--- config.mk ---
export PLATFORM = sky130hd
export DESIGN_NAME = mul_issue_ctrl_flat
export DESIGN_NICKNAME = d
export VERILOG_FILES = /design/src/rtl/mul_issue_ctrl_pkg.sv /design/src/rtl/mul_issue_ctrl_if.sv /design/src/rtl/mul_issue_ctrl_result_sel.sv /design/src/rtl/mul_issue_ctrl.sv /design/src/flat_wrapper.sv
export SDC_FILE = /design/constraint.sdc
export NUM_CORES = 1
export LEC_CHECK = 0
export BUFFER_PORTS_ARGS = -buffer_cell sky130_fd_sc_hd__buf_2
export CORE_MARGIN = 4
export CORE_UTILIZATION = 35
export DETAILED_ROUTE_END_ITERATION = 10
export PLACE_DENSITY = 0.66
export SYNTH_ARGS = -nofsm -noshare
export SYNTH_HDL_FRONTEND = slang
export SYNTH_HIERARCHICAL = 1
export SYNTH_SLANG_ARGS = --single-unit
--- constraint.sdc ---
create_clock -name clk -period 6.9 [get_ports clk]
set_input_delay 0.69 -clock clk [delete_from_list [all_inputs] [get_ports clk]]
set_output_delay 0.69 -clock clk [all_outputs]
set_load 0.1 [all_outputs]
--- src/rtl/mul_issue_ctrl_pkg.sv ---
// Shared types for the RV32M multiply issue controller: funct3 encodings,
// FSM state encoding and default widths.
package mul_issue_pkg;

  localparam int XLEN_DEF    = 32;
  localparam int TIMEOUT_DEF = 63;

  typedef enum logic [2:0] {
    F3_MUL    = 3'b000,
    F3_MULH   = 3'b001,
    F3_MULHSU = 3'b010,
    F3_MULHU  = 3'b011
  } funct3_e;

  typedef enum logic [1:0] {
    IDLE   = 2'd0,
    LAUNCH = 2'd1,
    WAIT   = 2'd2,
    DONE   = 2'd3
  } state_e;

endpackage

--- src/rtl/mul_issue_ctrl_if.sv ---
// Request / multiplier / writeback bundle for mul_issue_ctrl.
// slave = the controller, master = the environment (pipeline plus multiplier).
interface mul_issue_ctrl_if #(
  parameter int XLEN = mul_issue_pkg::XLEN_DEF
) ();

  logic              req_valid;
  logic              req_ready;
  logic [2:0]        req_funct3;
  logic [XLEN-1:0]   req_rs1;
  logic [XLEN-1:0]   req_rs2;
  logic              mul_start;
  logic [XLEN-1:0]   mul_rs1;
  logic [XLEN-1:0]   mul_rs2;
  logic              mul_signed;
  logic [2*XLEN-1:0] mul_result;
  logic              mul_valid;
  logic              mul_busy;
  logic              rd_valid;
  logic [XLEN-1:0]   rd_data;
  logic              rd_err;
  logic              stall;

  modport slave (
    input  req_valid, req_funct3, req_rs1, req_rs2, mul_result, mul_valid, mul_busy,
    output req_ready, mul_start, mul_rs1, mul_rs2, mul_signed, rd_valid, rd_data, rd_err, stall
  );

  modport master (
    output req_valid, req_funct3, req_rs1, req_rs2, mul_result, mul_valid, mul_busy,
    input  req_ready, mul_start, mul_rs1, mul_rs2, mul_signed, rd_valid, rd_data, rd_err, stall
  );

endinterface

--- src/rtl/mul_issue_ctrl_result_sel.sv ---
// Combinational writeback select: picks the product half for the op and applies
// the MULHSU correction to an unsigned product.
module mul_result_sel
  import mul_issue_pkg::*;
#(
  parameter int XLEN = XLEN_DEF
) (
  input  logic [2*XLEN-1:0] i_prod,
  input  logic [2:0]        i_funct3,
  input  logic [XLEN-1:0]   i_rs1,
  input  logic [XLEN-1:0]   i_rs2,
  output logic [XLEN-1:0]   o_data
);

  always_comb begin
    o_data = '0;
    case (i_funct3)
      F3_MUL:            o_data = i_prod[XLEN-1:0];
      F3_MULH, F3_MULHU: o_data = i_prod[2*XLEN-1:XLEN];
      // Unsigned high half minus rs2 when rs1 was negative gives the signed x unsigned result.
      F3_MULHSU:         o_data = i_prod[2*XLEN-1:XLEN] - (i_rs1[XLEN-1] ? i_rs2 : '0);
      default:           o_data = '0;
    endcase
  end

endmodule

--- src/rtl/mul_issue_ctrl.sv ---
// Issue controller between execute and the iterative multiplier.
// Optional feature macro: MUL_ZERO_BYPASS_EN (zero operand skips the multiplier).
module mul_issue_ctrl
  import mul_issue_pkg::*;
#(
  parameter int XLEN           = XLEN_DEF,
  parameter int TIMEOUT_CYCLES = TIMEOUT_DEF
) (
  input  logic           clk,
  input  logic           rst,
  mul_issue_ctrl_if.slave bus
);

  localparam int CW = $clog2(TIMEOUT_CYCLES + 1);

  state_e            r_state;
  state_e            w_state_next;
  logic [XLEN-1:0]   r_rs1;
  logic [XLEN-1:0]   r_rs2;
  logic [2:0]        r_funct3;
  logic              r_signed;
  logic              r_err;
  logic [2*XLEN-1:0] r_prod;
  logic [CW-1:0]     r_cnt;

  logic              w_start;
  logic              w_skip;
  logic              w_timeout;
  logic              w_zero;
  logic [XLEN-1:0]   w_sel;

`ifdef MUL_ZERO_BYPASS_EN
  assign w_zero = (r_rs1 == '0) || (r_rs2 == '0);
`else
  assign w_zero = 1'b0;
`endif

  // Decode is resolved in LAUNCH so illegal and bypassed ops both answer two cycles after accept.
  assign w_skip    = r_funct3[2] || w_zero;
  assign w_timeout = (r_cnt == CW'(TIMEOUT_CYCLES));

  always_comb begin
    w_state_next = r_state;
    w_start      = 1'b0;
    case (r_state)
      IDLE:    if (bus.req_valid) w_state_next = LAUNCH;
      LAUNCH: begin
        if (w_skip) begin
          w_state_next = DONE;
        end else begin
          w_start      = 1'b1;
          w_state_next = WAIT;
        end
      end
      WAIT:    if (bus.mul_valid || w_timeout) w_state_next = DONE;
      DONE:    w_state_next = IDLE;
      default: w_state_next = IDLE;
    endcase
  end

  always_ff @(posedge clk) begin
    if (rst) begin
      r_state  <= IDLE;
      r_rs1    <= '0;
      r_rs2    <= '0;
      r_funct3 <= '0;
      r_signed <= 1'b0;
      r_err    <= 1'b0;
      r_prod   <= '0;
      r_cnt    <= '0;
    end else begin
      r_state <= w_state_next;
      case (r_state)
        IDLE: begin
          if (bus.req_valid) begin
            r_rs1    <= bus.req_rs1;
            r_rs2    <= bus.req_rs2;
            r_funct3 <= bus.req_funct3;
            r_signed <= (bus.req_funct3 == F3_MULH);
            r_err    <= 1'b0;
            r_prod   <= '0;
          end
        end
        LAUNCH: begin
          r_cnt <= '0;
          if (r_funct3[2]) r_err <= 1'b1;
        end
        WAIT: begin
          if (bus.mul_valid) begin
            r_prod <= bus.mul_result;
          end else if (w_timeout) begin
            r_err <= 1'b1;
          end else begin
            r_cnt <= r_cnt + CW'(1);
          end
        end
        default: ;
      endcase
    end
  end

  mul_result_sel #(.XLEN(XLEN)) u_sel (
    .i_prod   (r_prod),
    .i_funct3 (r_funct3),
    .i_rs1    (r_rs1),
    .i_rs2    (r_rs2),
    .o_data   (w_sel)
  );

  assign bus.req_ready  = (r_state == IDLE);
  assign bus.stall      = (r_state != IDLE);
  assign bus.mul_start  = w_start;
  assign bus.mul_rs1    = r_rs1;
  assign bus.mul_rs2    = r_rs2;
  assign bus.mul_signed = r_signed;
  assign bus.rd_valid   = (r_state == DONE);
  assign bus.rd_err     = (r_state == DONE) && r_err;
  assign bus.rd_data    = ((r_state == DONE) && !r_err) ? w_sel : '0;

endmodule

--- src/flat_wrapper.sv ---
// flat-port wrapper written by rule: the top's interface ports become plain ports
module mul_issue_ctrl_flat import mul_issue_pkg::*;
#(
  parameter int XLEN           = XLEN_DEF,
  parameter int TIMEOUT_CYCLES = TIMEOUT_DEF
)
  (clk, rst, bus_req_valid, bus_req_funct3, bus_req_rs1, bus_req_rs2, bus_mul_result, bus_mul_valid, bus_mul_busy, bus_req_ready, bus_mul_start, bus_mul_rs1, bus_mul_rs2, bus_mul_signed, bus_rd_valid, bus_rd_data, bus_rd_err, bus_stall);
  mul_issue_ctrl_if #(.XLEN(XLEN)) bus_i ();
  input  logic clk;
  input  logic rst;
  input wire logic [$bits(bus_i.req_valid)-1:0] bus_req_valid;
  input wire logic [$bits(bus_i.req_funct3)-1:0] bus_req_funct3;
  input wire logic [$bits(bus_i.req_rs1)-1:0] bus_req_rs1;
  input wire logic [$bits(bus_i.req_rs2)-1:0] bus_req_rs2;
  input wire logic [$bits(bus_i.mul_result)-1:0] bus_mul_result;
  input wire logic [$bits(bus_i.mul_valid)-1:0] bus_mul_valid;
  input wire logic [$bits(bus_i.mul_busy)-1:0] bus_mul_busy;
  output wire logic [$bits(bus_i.req_ready)-1:0] bus_req_ready;
  output wire logic [$bits(bus_i.mul_start)-1:0] bus_mul_start;
  output wire logic [$bits(bus_i.mul_rs1)-1:0] bus_mul_rs1;
  output wire logic [$bits(bus_i.mul_rs2)-1:0] bus_mul_rs2;
  output wire logic [$bits(bus_i.mul_signed)-1:0] bus_mul_signed;
  output wire logic [$bits(bus_i.rd_valid)-1:0] bus_rd_valid;
  output wire logic [$bits(bus_i.rd_data)-1:0] bus_rd_data;
  output wire logic [$bits(bus_i.rd_err)-1:0] bus_rd_err;
  output wire logic [$bits(bus_i.stall)-1:0] bus_stall;
  assign bus_i.req_valid = bus_req_valid;
  assign bus_i.req_funct3 = bus_req_funct3;
  assign bus_i.req_rs1 = bus_req_rs1;
  assign bus_i.req_rs2 = bus_req_rs2;
  assign bus_i.mul_result = bus_mul_result;
  assign bus_i.mul_valid = bus_mul_valid;
  assign bus_i.mul_busy = bus_mul_busy;
  assign bus_req_ready = bus_i.req_ready;
  assign bus_mul_start = bus_i.mul_start;
  assign bus_mul_rs1 = bus_i.mul_rs1;
  assign bus_mul_rs2 = bus_i.mul_rs2;
  assign bus_mul_signed = bus_i.mul_signed;
  assign bus_rd_valid = bus_i.rd_valid;
  assign bus_rd_data = bus_i.rd_data;
  assign bus_rd_err = bus_i.rd_err;
  assign bus_stall = bus_i.stall;
  mul_issue_ctrl #(.XLEN(XLEN), .TIMEOUT_CYCLES(TIMEOUT_CYCLES)) u_core (.clk(clk), .rst(rst), .bus(bus_i));
endmodule
Word-level counts from Yosys, hierarchy flattened
Index checks and enable logic that the tools add are counted.

Add/subtract/negate cells: 2. Equal/unequal tests: 15. Muxes and demuxes: 20. Reduce and logical (&&, ||, !) cells: 16.

Operator list (number): two-way mux 64 bit (2); case mux 64 bit (2 select lines) (1); case mux 32 bit (3 select lines) (1); two-way mux 32 bit (2); subtractor 32 bit (1); two-way mux 6 bit (2); case mux 6 bit (2 select lines) (1); inequality test 2 bit (second input constant) (4); case mux 2 bit (4 select lines) (1); two-way mux 1 bit (7); adder 6 x 1 -> 6 bit (second input constant) (1); equality test 3 x 1 -> 1 bit (second input constant) (2); equality test 3 x 2 -> 1 bit (second input constant) (2); equality test 6 bit (second input constant) (1); inequality test 2 x 1 -> 1 bit (second input constant) (3); AND reduction 3 bit (2); nonzero test 2 bit (3); AND reduction 5 bit (1); equality test 2 bit (second input constant) (2); two-way mux 2 bit (2); AND reduction 2 bit (2); zero test 3 bit (1); case mux 1 bit (3 select lines) (1); nonzero test 3 bit (1); 6 further kinds (7).

Bits in registers: 141. Logic and storage cells: 61.

Logic depth before layout (Yosys ltp)
Word-level depth: 4. Mapped depth: 14. Depth with buffers taken out: 12.

Modules after synthesis
Netlist, hierarchy kept.

By module, submodules not included: mul_issue_ctrl (times used 1, cells an instance 691, area each 5537.8 um^2, seq. area each 2822.7 um^2); mul_result_sel (times used 1, cells an instance 370, area each 2443.6 um^2, seq. area each 0.0 um^2).

Worst setup path before layout
No wires, ideal clock.

Kind: reg2out. Start point: reg u_core.r_rs1[31] (netlist: u_core/bus.mul_rs1[31]). End point: out bus_rd_data[30]. Arrival: 4078 ps. Data required time: 6210 ps. Path slack: 2132 ps. Stages on the path, launching flop included: 14. Buffers on the path: 1. Cells stage by stage: dfxtp_1 > clkbuf_1 > nand2_1 > ha_1 > a21o_1 > a31o_2 > a21oi_2 > o211ai_2 > o2111ai_2 > nand2_2 > a21oi_1 > xor2_1 > a311oi_1 > and2_1.

Cells in the longest elaborated chain, start to end: 4.

RTL lines: from (decl) (RTL line mul_issue_ctrl.sv:18) `logic [XLEN-1:0] r_rs1;`; from (signal assigned) (RTL line mul_issue_ctrl.sv:76) `r_rs1 <= bus.req_rs1;`; two-way mux 32 bit (RTL line mul_issue_ctrl_result_sel.sv:21) `F3_MULHSU: o_data = i_prod[2*XLEN-1:XLEN] - (i_rs1[XLEN-1] ? i_rs2 : '0);`; subtractor 32 bit (RTL line mul_issue_ctrl_result_sel.sv:21); case mux 32 bit (3 select lines) (RTL line mul_issue_ctrl_result_sel.sv:17) `case (i_funct3)`; named net u_core.w_sel[30] (RTL line mul_issue_ctrl.sv:30) `logic [XLEN-1:0] w_sel;`; two-way mux 32 bit (RTL line mul_issue_ctrl.sv:118) `assign bus.rd_data = ((r_state == DONE) && !r_err) ? w_sel : '0;`; to (decl) (RTL line flat_wrapper.sv:24) `output wire logic [$bits(bus_i.rd_data)-1:0] bus_rd_data;`.

The timed path passes the listed nets, and every way through them passes these cells.

Worst setup path in the final report
Start point: reg u_core.r_rs1[31] (netlist: u_core/bus.mul_rs1[31]). End point: out bus_rd_data[25].

Same word-level chain as after synthesis.

==> impl_metrics.yaml <==
timing:
  hold_viol_final: 0
  tns_ps: 0
  finalSetupViolCount: 0
  layout_min_cycle_time_ps: 4770
  fin_skew_ps: 8.44
  period_share_pct: 69.1
  rsz0062_at_grt: "no"
  layout_setup_ws_ps: 2130
  maxSlewViolCount: 0
  max_freq_mhz: 210
  worstMarginPinSlew_ps: 820
  max-slew-margin-rel_pct: 45.4
  holdWs_ps: 453
detailed_routing:
  antenna_left: 0
  drc: 0
  postRouteWirelength_um: 26300
  dr.first_iter.drc_count: 539
  routed-via-count: 8247
  wl_met1_um: 12000
  first_pass_iters: 5
  met3WireLength_um: 1820
  vias_per_cell: 5.36
  wl_met2_um: 11900
  highest_layer: "met5"
  wire_per_inst_um: 17.1
clock_network:
  clock-sinks: 141
  numCtsBuffers: 17
  cts_hold_buf: 0
  htree_levels: 4
  path_clk_slew_ps: 70
  cts.repair.resized: 0
  clock_latency_ps: 420
  cts.path.max_buffers: 2
  cts_setup_buffers: 0
  cts_tree: "done"
  clockRootBuffer: "clkbuf_16"
logic_synthesis:
  synth_async_sr_flop_share_pct: 0
  synth.top_cell.area_share_pct: 35.4
  syn_inst: 1061
  yosys.area.top_type: "dfxtp_1"
  synth_edf_count: 0
  syn-num-nets: 1243
  synth.avg_cell_area_sq_um: 7.52
  ys_ff_latch: 141
  netlist_area_sq_um: 7980
  synth.distinct_cells: 60
  yosysSeqAreaShare_pct: 35.4
  synthFlopType: "dfxtp_1"
  synth_area_leaders: "dfxtp_1 35%, nand2_1 12%, a21oi_1 11%"
  yosysWarnings: 6
cells_and_area:
  area_delta_synth_final_pct: 23.8
  layout_commonest_cell: "nand2_1"
  mostFrequentLayoutCells: "253 x nand2_1, 235 x buf_2, 175 x a21oi_1"
  fin_util_pct: 44.7
  nets: 1428
  regArea_sq_um: 2820
  layout-drive-gt1-share_pct: 23.8
  multi_input_area_sq_um: 4770
  fillers: 2272
floorplanning:
  die_w_um: 159
  initial_core_util_pct: 36.1
  die-area_sq_um: 25300
  ioPinCount: 238
  die_h_um: 159
  core-area_sq_um: 22100
  rows: 54
pwr:
  p_int_mw: 2.03
  p_sw_mw: 2.10
  p_clk_share_pct: 23.1
  pwr-share-seq_pct: 25.0
  switching_share_pct: 50.9
  finalPower_mw: 4.13
  peakVddDrop_uv: 438
  p_leak_nw: 4.31
  power_density_nw_per_um2: 418
  p_comb_share_pct: 51.9
hold_path:
  hold_path_class: "register to register"
  whs_path_depth: 2
worst_setup_path:
  start_kind: "register"
  max_stage_delay_ps: 460
  cp.arrival_ps: 4080
  cp_slowest_cell: "a31oi_1"
  end_kind: "output port"
  worstSetupPathType: "register to output port"
  critical_path.cell_chain: "buf_4 -> nand2_1 -> ha_1 -> o21ai_0 -> a21oi_1 -> o21ai_0 -> a31oi_1 -> a31oi_1 -> a21oi_1 -> a31oi_1 -> xor2_1 -> o21ai_0 -> and2_1 -> buf_2"
  worstPathRequired_ps: 6210
  reg2reg_depth: 8
  path_max_fanout: 33
grt:
  antenna_found_initial: 5
  gr-total-overflow: 0
  grt_pass1_wl_um: 42500
  grtUsageTotal_pct: 20.2
  grt_max_degree: 76
  grt_pass1_vias: 7981
placement:
  dp_slack_ps: 2610
  port_buffers: 236
  gp_congestion: 0.862
  dp_hpwl_um: 18600
outcome:
  status: "finished, final reports clean"
flow_run:
  drv_cap: 0
-- power groups by stage --
stage          registers (mW)  logic, mW  clock network [mW]
5_1_grt                  1.05       2.30                1.01
6_report                 1.03       2.14               0.954
2_1_floorplan            1.53       1.21                   0
3_3_place_gp             1.05       2.12                   0
4_1_cts                  1.03       2.14               0.976
3_5_place_dp             1.05       2.13                   0
-- cells in the mapped netlist (all sizes together), types with 2 or more instances --
library cell,count
nor4b,2
a22oi,22
a31oi,7
xnor2,18
and3,4
inv,17
clkbuf,55
ha,45
nand4,69
nand2,255
nor2,25
and2,36
o21bai,7
o211ai,5
o21ai,37
xor2,13
buf,26
a2111oi,3
a211oi,6
o21a,5
mux2i,9
nand3,13
nor3,7
a21boi,2
dfxtp,141
and4,3
a21o,18
a31o,2
a21oi,176
a311oi,3
or3,3
nor2b,4
nand2b,11
-- layout make-up --
type,instances,area share (%)
Tap cell,280,3.54
Timing Repair Buffer,247,12.8
Clock buffer,17,4.30
Sequential cell,141,28.6
Clock inverter,15,1.79
Multi-Input combinational cell,821,48.3
Inverter,18,0.684
Antenna cell,1,0.0253
-- worst paths after layout --
kind	start	to	slack (ps)
worst max register to register	u_core/r_state[0]$_SDFFE_PP0P_	u_core/r_prod[52]$_SDFFE_PP0P_	4170
worst min register to register	u_core/bus.mul_rs1[1]$_SDFFE_PP0P_	u_core/bus.mul_rs1[1]$_SDFFE_PP0P_	450
worst max-delay path	u_core/bus.mul_rs1[31]$_SDFFE_PP0P_	bus_rd_data[25]	2130
worst min-delay path	u_core/bus.mul_rs1[1]$_SDFFE_PP0P_	u_core/bus.mul_rs1[1]$_SDFFE_PP0P_	450
-- per-stage QoR --
stage	area, sq um	cells
floorplan	7980	1061
global placement	9280	1507
detailed placement	9280	1507
CTS	9880	1539
global route	9880	1539
finish	9880	1540
-- state kept, by name, summed over array words and instances, names as in the netlist --
register / flops
u_core/r_funct3: 3
u_core/r_state: 2
u_core/bus.mul_rs2: 32
u_core/r_err: 1
u_core/r_prod: 64
u_core/bus.mul_rs1: 32
u_core/r_cnt: 6
u_core/bus.mul_signed: 1
-- routing by layer --
layer | GRT usage [%] | vias up
met1 | 27.3 | 3814
li1 | - | 4098
met4 | 5.92 | 8
met5 | 0 | -
met2 | 31.7 | 290
met3 | 5.72 | 37
-- critical path: cells and delay by family, from the launching register on --
| family | cells | cell delay (ps) |
|---|---|---|
| adders and majority gates | 1 | 370 |
| AOI/OAI and AO/OA | 8 | 1770 |
| and+or+nand+nor | 2 | 270 |
| DFF | 1 | 320 |
| xor gates and xnor gates | 1 | 160 |
| buffers and inverters | 2 | 760 |
-- kinds of logic (layout without fill, tap and decap cells) --
group,after synthesis,in the layout,synth area share (%)
simple gates,435,435,25.4
mux,9,9,1.13
buf+inv,99,297,5.13
compound gates,300,300,22.3
flops,141,141,35.4
other cells,0,1,0
xor+xnor,31,31,3.40
fa+ha+maj,46,46,7.31
No activity file was read; power rests on OpenSTA's default activity.
